## src/rtl/baud_cfg_ctrl.sv

```systemverilog
// baud_cfg_ctrl
// Configuration scheduler for the UART baud rate generator. It owns the
// generator's 2-bit sel_baud input and arbitrates baud-change requests from
// two requesters (A = host/register interface, B = autobaud detector).
// A change is applied only once the TX/RX link has drained. After the change
// the block waits a settle period, counted in bclkx8 rising edges, and then
// reports completion.
//
// Ports:
//   sys_clk      system clock; all logic on its rising edge
//   rst          synchronous active-high reset
//   req_a_*      requester A valid/sel/ready handshake
//   req_b_*      requester B valid/sel/ready handshake
//   tx_busy      transmitter mid-frame
//   rx_busy      receiver mid-frame
//   bclkx8       8x baud clock, sampled as data in the sys_clk domain
//   cfg_lock     (BAUD_CFG_LOCK_EN only) blocks grants to requester B
//   sel_baud     baud select driven to the generator
//   link_hold    TX/RX must not start new frames while high
//   cfg_done     one-cycle pulse when a request completes
//   timeout_err  one-cycle pulse when a request is aborted while draining
//
// Optional feature macro: BAUD_CFG_LOCK_EN adds the cfg_lock input.
module baud_cfg_ctrl #(
  parameter logic [1:0]  RESET_SEL     = 2'b00,
  parameter int unsigned SETTLE_TICKS  = 16,
  parameter int unsigned DRAIN_TIMEOUT = 1000000
) (
  input  logic       sys_clk,
  input  logic       rst,
  input  logic       req_a_valid,
  input  logic [1:0] req_a_sel,
  output logic       req_a_ready,
  input  logic       req_b_valid,
  input  logic [1:0] req_b_sel,
  output logic       req_b_ready,
  input  logic       tx_busy,
  input  logic       rx_busy,
  input  logic       bclkx8,
`ifdef BAUD_CFG_LOCK_EN
  input  logic       cfg_lock,
`endif
  output logic [1:0] sel_baud,
  output logic       link_hold,
  output logic       cfg_done,
  output logic       timeout_err
);

  localparam int DW = $clog2(DRAIN_TIMEOUT + 1);
  localparam int TW = $clog2(SETTLE_TICKS + 1);
  localparam logic [DW-1:0] DRAIN_LIMIT  = DW'(DRAIN_TIMEOUT);
  localparam logic [TW-1:0] SETTLE_LIMIT = TW'(SETTLE_TICKS);

  typedef enum logic [1:0] {IDLE, DRAIN, APPLY, SETTLE} state_t;

  state_t        state, state_next;
  logic          rr_ptr, rr_next;
  logic [1:0]    pend_sel, pend_next;
  logic [1:0]    sel_next;
  logic [DW-1:0] drain_cnt, drain_next, drain_inc;
  logic [TW-1:0] tick_cnt, tick_next, tick_inc;
  logic          hold_next, done_next, terr_next;
  logic          bclkx8_q, tick;
  logic          b_eligible, grant_a, grant_b, xfer;
  logic [1:0]    grant_sel;

  // bclkx8 is asynchronous-looking data here; a rising edge is one tick.
  assign tick = bclkx8 & ~bclkx8_q;

`ifdef BAUD_CFG_LOCK_EN
  assign b_eligible = req_b_valid & ~cfg_lock;
`else
  assign b_eligible = req_b_valid;
`endif

  // rr_ptr = 0 favours A, 1 favours B; it only matters when both compete.
  assign grant_a     = req_a_valid & (~b_eligible | ~rr_ptr);
  assign grant_b     = b_eligible & (~req_a_valid | rr_ptr);
  assign req_a_ready = (state == IDLE) & grant_a;
  assign req_b_ready = (state == IDLE) & grant_b;
  assign xfer        = req_a_ready | req_b_ready;
  assign grant_sel   = grant_b ? req_b_sel : req_a_sel;

  // Counters never exceed their terminal value, so the increment cannot wrap.
  assign drain_inc = drain_cnt + DW'(1);
  assign tick_inc  = tick_cnt + TW'(1);

  // State register and all registered outputs.
  always_ff @(posedge sys_clk) begin
    if (rst) begin
      state       <= IDLE;
      rr_ptr      <= 1'b0;
      pend_sel    <= RESET_SEL;
      sel_baud    <= RESET_SEL;
      drain_cnt   <= '0;
      tick_cnt    <= '0;
      link_hold   <= 1'b0;
      cfg_done    <= 1'b0;
      timeout_err <= 1'b0;
      bclkx8_q    <= 1'b0;
    end else begin
      state       <= state_next;
      rr_ptr      <= rr_next;
      pend_sel    <= pend_next;
      sel_baud    <= sel_next;
      drain_cnt   <= drain_next;
      tick_cnt    <= tick_next;
      link_hold   <= hold_next;
      cfg_done    <= done_next;
      timeout_err <= terr_next;
      bclkx8_q    <= bclkx8;
    end
  end

  // Next-state and next-output logic. A request equal to the current select
  // completes immediately without holding the link.
  always_comb begin
    state_next = state;
    rr_next    = rr_ptr;
    pend_next  = pend_sel;
    sel_next   = sel_baud;
    drain_next = drain_cnt;
    tick_next  = tick_cnt;
    hold_next  = link_hold;
    done_next  = 1'b0;
    terr_next  = 1'b0;
    unique case (state)
      IDLE: begin
        if (xfer) begin
          rr_next   = ~rr_ptr;
          pend_next = grant_sel;
          if (grant_sel == sel_baud) begin
            done_next = 1'b1;
          end else begin
            state_next = DRAIN;
            hold_next  = 1'b1;
            drain_next = '0;
          end
        end
      end
      DRAIN: begin
        // An idle link takes priority over a timeout in the same cycle.
        if (!tx_busy && !rx_busy) begin
          state_next = APPLY;
        end else begin
          drain_next = drain_inc;
          if (drain_inc == DRAIN_LIMIT) begin
            state_next = IDLE;
            hold_next  = 1'b0;
            terr_next  = 1'b1;
          end
        end
      end
      APPLY: begin
        // A tick in this cycle is deliberately ignored.
        sel_next   = pend_sel;
        tick_next  = '0;
        state_next = SETTLE;
      end
      SETTLE: begin
        if (tick) begin
          tick_next = tick_inc;
          if (tick_inc == SETTLE_LIMIT) begin
            state_next = IDLE;
            hold_next  = 1'b0;
            done_next  = 1'b1;
          end
        end
      end
      default: state_next = IDLE;
    endcase
  end

endmodule

```

## config.mk

```make
export PLATFORM = sky130hd
export DESIGN_NAME = baud_cfg_ctrl
export DESIGN_NICKNAME = d
export VERILOG_FILES = /design/src/rtl/baud_cfg_ctrl.sv
export SDC_FILE = /design/constraint.sdc
export NUM_CORES = 1
export LEC_CHECK = 0
export ABC_CLOCK_PERIOD_IN_PS = 4400
export CAP_MARGIN = 10
export CORE_UTILIZATION = 55
export CTS_BUF_LIST = sky130_fd_sc_hd__clkbuf_4 sky130_fd_sc_hd__clkbuf_8
export DETAILED_ROUTE_END_ITERATION = 12
export DONT_BUFFER_PORTS = 1
export GPL_ROUTABILITY_DRIVEN = 0
export PLACE_DENSITY = 0.8
export SETUP_SLACK_MARGIN = 0.2
export SYNTH_ARGS = -nofsm -noshare
export SYNTH_HDL_FRONTEND = slang
export SYNTH_SLANG_ARGS = --single-unit
```

## constraint.sdc

```tcl
create_clock -name sys_clk -period 4.4 [get_ports sys_clk]
set_input_delay 0.66 -clock sys_clk [delete_from_list [all_inputs] [get_ports sys_clk]]
set_output_delay 0.66 -clock sys_clk [all_outputs]
set_load 0.03 [all_outputs]
```

==> results by group <==
STA
  • Max Freq: between 0.3 and 0.4 GHz
  • Final setup vio count: 0
  • Min Clock Period, post-route: roughly 3000 ps
  • Slew Limit Fails: 0
  • Clk_skew: 2.50 ps
  • RSZ-0062 raised after global routing: no
  • Final hold vios: 0
  • Final period utilization: between 60% and 70%
  • Slew at the pin closest to its max-slew limit: around 930 ps
  • Worst slew margin: roughly 37%
  • Worst Hold Margin: about 430 ps
  • Setup TNS Final: 0 ps

Clocking
  • Worst skew pair latency: just under 300 ps
  • TritonCTS buffer count: 5
  • Clk buf depth: 2
  • Post-CTS Setup Inserts: 0
  • H-Tree Level Count: 2
  • CTS tree: built
  • CTS sink count: 36
  • Post-CTS sizing: 0
  • Reg clk slew, reported paths: roughly 70 ps
  • Root buffer cell: clkbuf_8
  • CTS hold repair buffers: 0

Cells and area
  • Area delta synth->final: 4.74%
  • Diodes inserted: 0
  • Share of cells above drive strength 1: under 10%
  • Design Area, Final: between 2000 and 2500 sq um
  • Layout Nets: ~300
  • Fillers: around 320

Die
  • Die H: approximately 66 microns
  • Die X: around 66 microns
  • Initial Util: 59.5%
  • Row count: 22
  • Die footprint: approximately 4300 sq um
  • # IOs: 18
  • Core ar.: 3770 sq um

Logic synthesis
  • Top post-synthesis cells by area: dfxtp_1, a21oi_1, o21ai_0
  • Synth cell count leaders: a21oi_1, dfxtp_1, nor2_1
  • Mapped Area: 2240 sq um
  • Syn avg cell area: roughly 7.7 sq um
  • Synth area leader: dfxtp_1
  • Ys flop type: dfxtp_1
  • Post-synthesis sequential area ratio: approximately 32%
  • Number of flops mapped to enable cells by yosys: 0
  • Share of the synthesized area in the top cell type: between 30% and 40%
  • Synth Instances: between 200 and 300
  • Count leader, synth: a21oi_1
  • Synthesis Warnings: 0
  • Syn nets: 308
  • Flops & latches, synth: 36
  • Netlist cell types: 50
  • Ys async rst share: 0%

Pwr
  • Sw Ratio: 36.0%
  • Clk network pwr share: 30.9%
  • Ratio of total power to cell area: ~410 nW/um^2
  • Int Pwr: between 600 and 700 uW
  • VDD IR-drop max: 0.307 mV
  • Power Total: 963 uW
  • Sequential Power Share: between 30% and 40%
  • P_leak: slightly below 0.8 nW
  • Comb pwr share: between 20 and 30%
  • Switching pwr: roughly 350 uW

Critical path
  • Register-to-Register Path Depth: 8
  • Peak fanout along the critical path: 9
  • CP Class: flop to flop
  • Crit. End Element: flop
  • CP startpoint kind: flop
  • R2r setup slk: approximately 1400 ps
  • Worst path required time: roughly 4600 ps
  • Critical path arrival: roughly 3200 ps
  • RR Startpoint: drain_cnt[0]
  • Critical R2R Capture: state[0]

Global route
  • All-layer global routing usage: between 20% and 30%
  • Vias in the first global route: about 1700
  • Largest net degree at the start of global routing: 38
  • GRT overflow: 0
  • First-pass GRT wire length: just over 8000 microns
  • Initial antenna violation count: 0

Place
  • Placed cell area: 2240 sq um
  • Port buffer count: 0
  • Post-DP HPWL: between 3000 and 4000 microns

Route
  • DRC: 0
  • Initial DRC count: 164
  • TritonRoute pass-1 iters: 4
  • DR WL/cell: 14.9 microns
  • ANT nets after route: 0
  • Total number of vias: 2049
  • Vias/cell: approximately 6.2
  • WL final: about 4900 microns

Min path
  • Worst Hold Class: input port to flop
  • WHS Endpoint: drain_cnt[11]
  • HP Start: rst
  • Worst Hold Depth: 1

Job
  • Max-Cap Viols: 0

Run status
  • Status: complete, no violations
==> through the flow <==
| stage | setup WS (ps) | cells | utilization (%) |
|---|---|---|---|
| final | 1390 | 330 | 62.3 |
| after global routing | 1170 | 330 | 62.3 |
| after CTS | 1400 | 330 | 62.3 |
| after detailed placement | 1420 | 322 | 59.3 |
| after global placement | 1510 | 322 | 59.3 |
| after floorplan | 1730 | 290 | - |
==> logic make-up (layout without fill, tap and decap cells) <==
logic type                 after synthesis  in the layout  share of synthesized area [%]
xor gates and xnor gates                 8              8                           3.12
and+or+nand+nor                        117            117                           28.7
AOI/OAI and AO/OA                       89             89                           25.2
adders and majority gates                7              7                           3.91
muxes                                    3              3                           1.34
buffers and inverters                   30             22                           5.58
DFF                                     36             36                           32.1
==> flip-flops by register name (all words and copies together), names as in the netlist, 2 cells and up, named ones only <==
| register | flops |
|---|---|
| sel_baud | 2 |
| pend_sel | 2 |
| drain_cnt | 20 |
| tick_cnt | 5 |
==> critical path, stage by stage, from the launching register on <==
cell,delay (ps)
dfxtp_1,470
ha_1,290
and3_1,400
nand2_2,150
or4_4,560
a2111oi_4,390
a41oi_2,200
and2_0,210
o221a_1,240
==> layer usage <==
metal  vias to the layer above  routed length [microns]  track usage [%]
met3                         9                      193             4.14
li1                       1044                        -                -
met5                         -                        0                0
met1                       953                     2560             35.4
met2                        43                     2090             35.1
met4                         0                       68             8.70
==> layout make-up <==
class	instances	area, sq um	area share, %
Timing Repair Buffer	2	15.0	0.639
Sequential cell	36	721	30.7
Inverter	12	45.0	1.92
Multi-Input combinational cell	224	1400	59.5
Tap cell	48	60.1	2.56
Clock buffer	6	76.3	3.25
Clock inverter	2	35.0	1.49
==> power groups by stage <==
stage	combinational [mW]	sequential (mW)	clock (mW)
6_report	0.282	0.383	0.298
5_1_grt	0.311	0.387	0.322
4_1_cts	0.277	0.383	0.304
3_5_place_dp	0.276	0.390	0
3_3_place_gp	0.276	0.389	0
2_1_floorplan	0.217	0.384	0
==> worst max path at each step <==
stage	startpoint	to	depth (start not counted)
after CTS	drain_cnt[0]	state[0]	8
after detailed placement	drain_cnt[0]	state[0]	8
after global placement	drain_cnt[0]	state[0]	8
final	drain_cnt[0]	state[0]	8
after floorplan	drain_cnt[0]	state[0]	9
after global routing	drain_cnt[0]	state[0]	8
==> placed cells by master (no fill, tap or decap), types with 4 or more instances in the layout <==
master,instances
a21oi_1,37
dfxtp_1,36
nor2_1,26
o21ai_0,22
nand3_1,18
or3_1,16
nand2_1,14
inv_1,12
ha_1,7
nor3_1,5
o31ai_1,5
nor4_1,5
clkbuf_8,5
nand4_1,4
xor2_1,4
xnor2_1,4
Power figures use the tool's default switching activity.
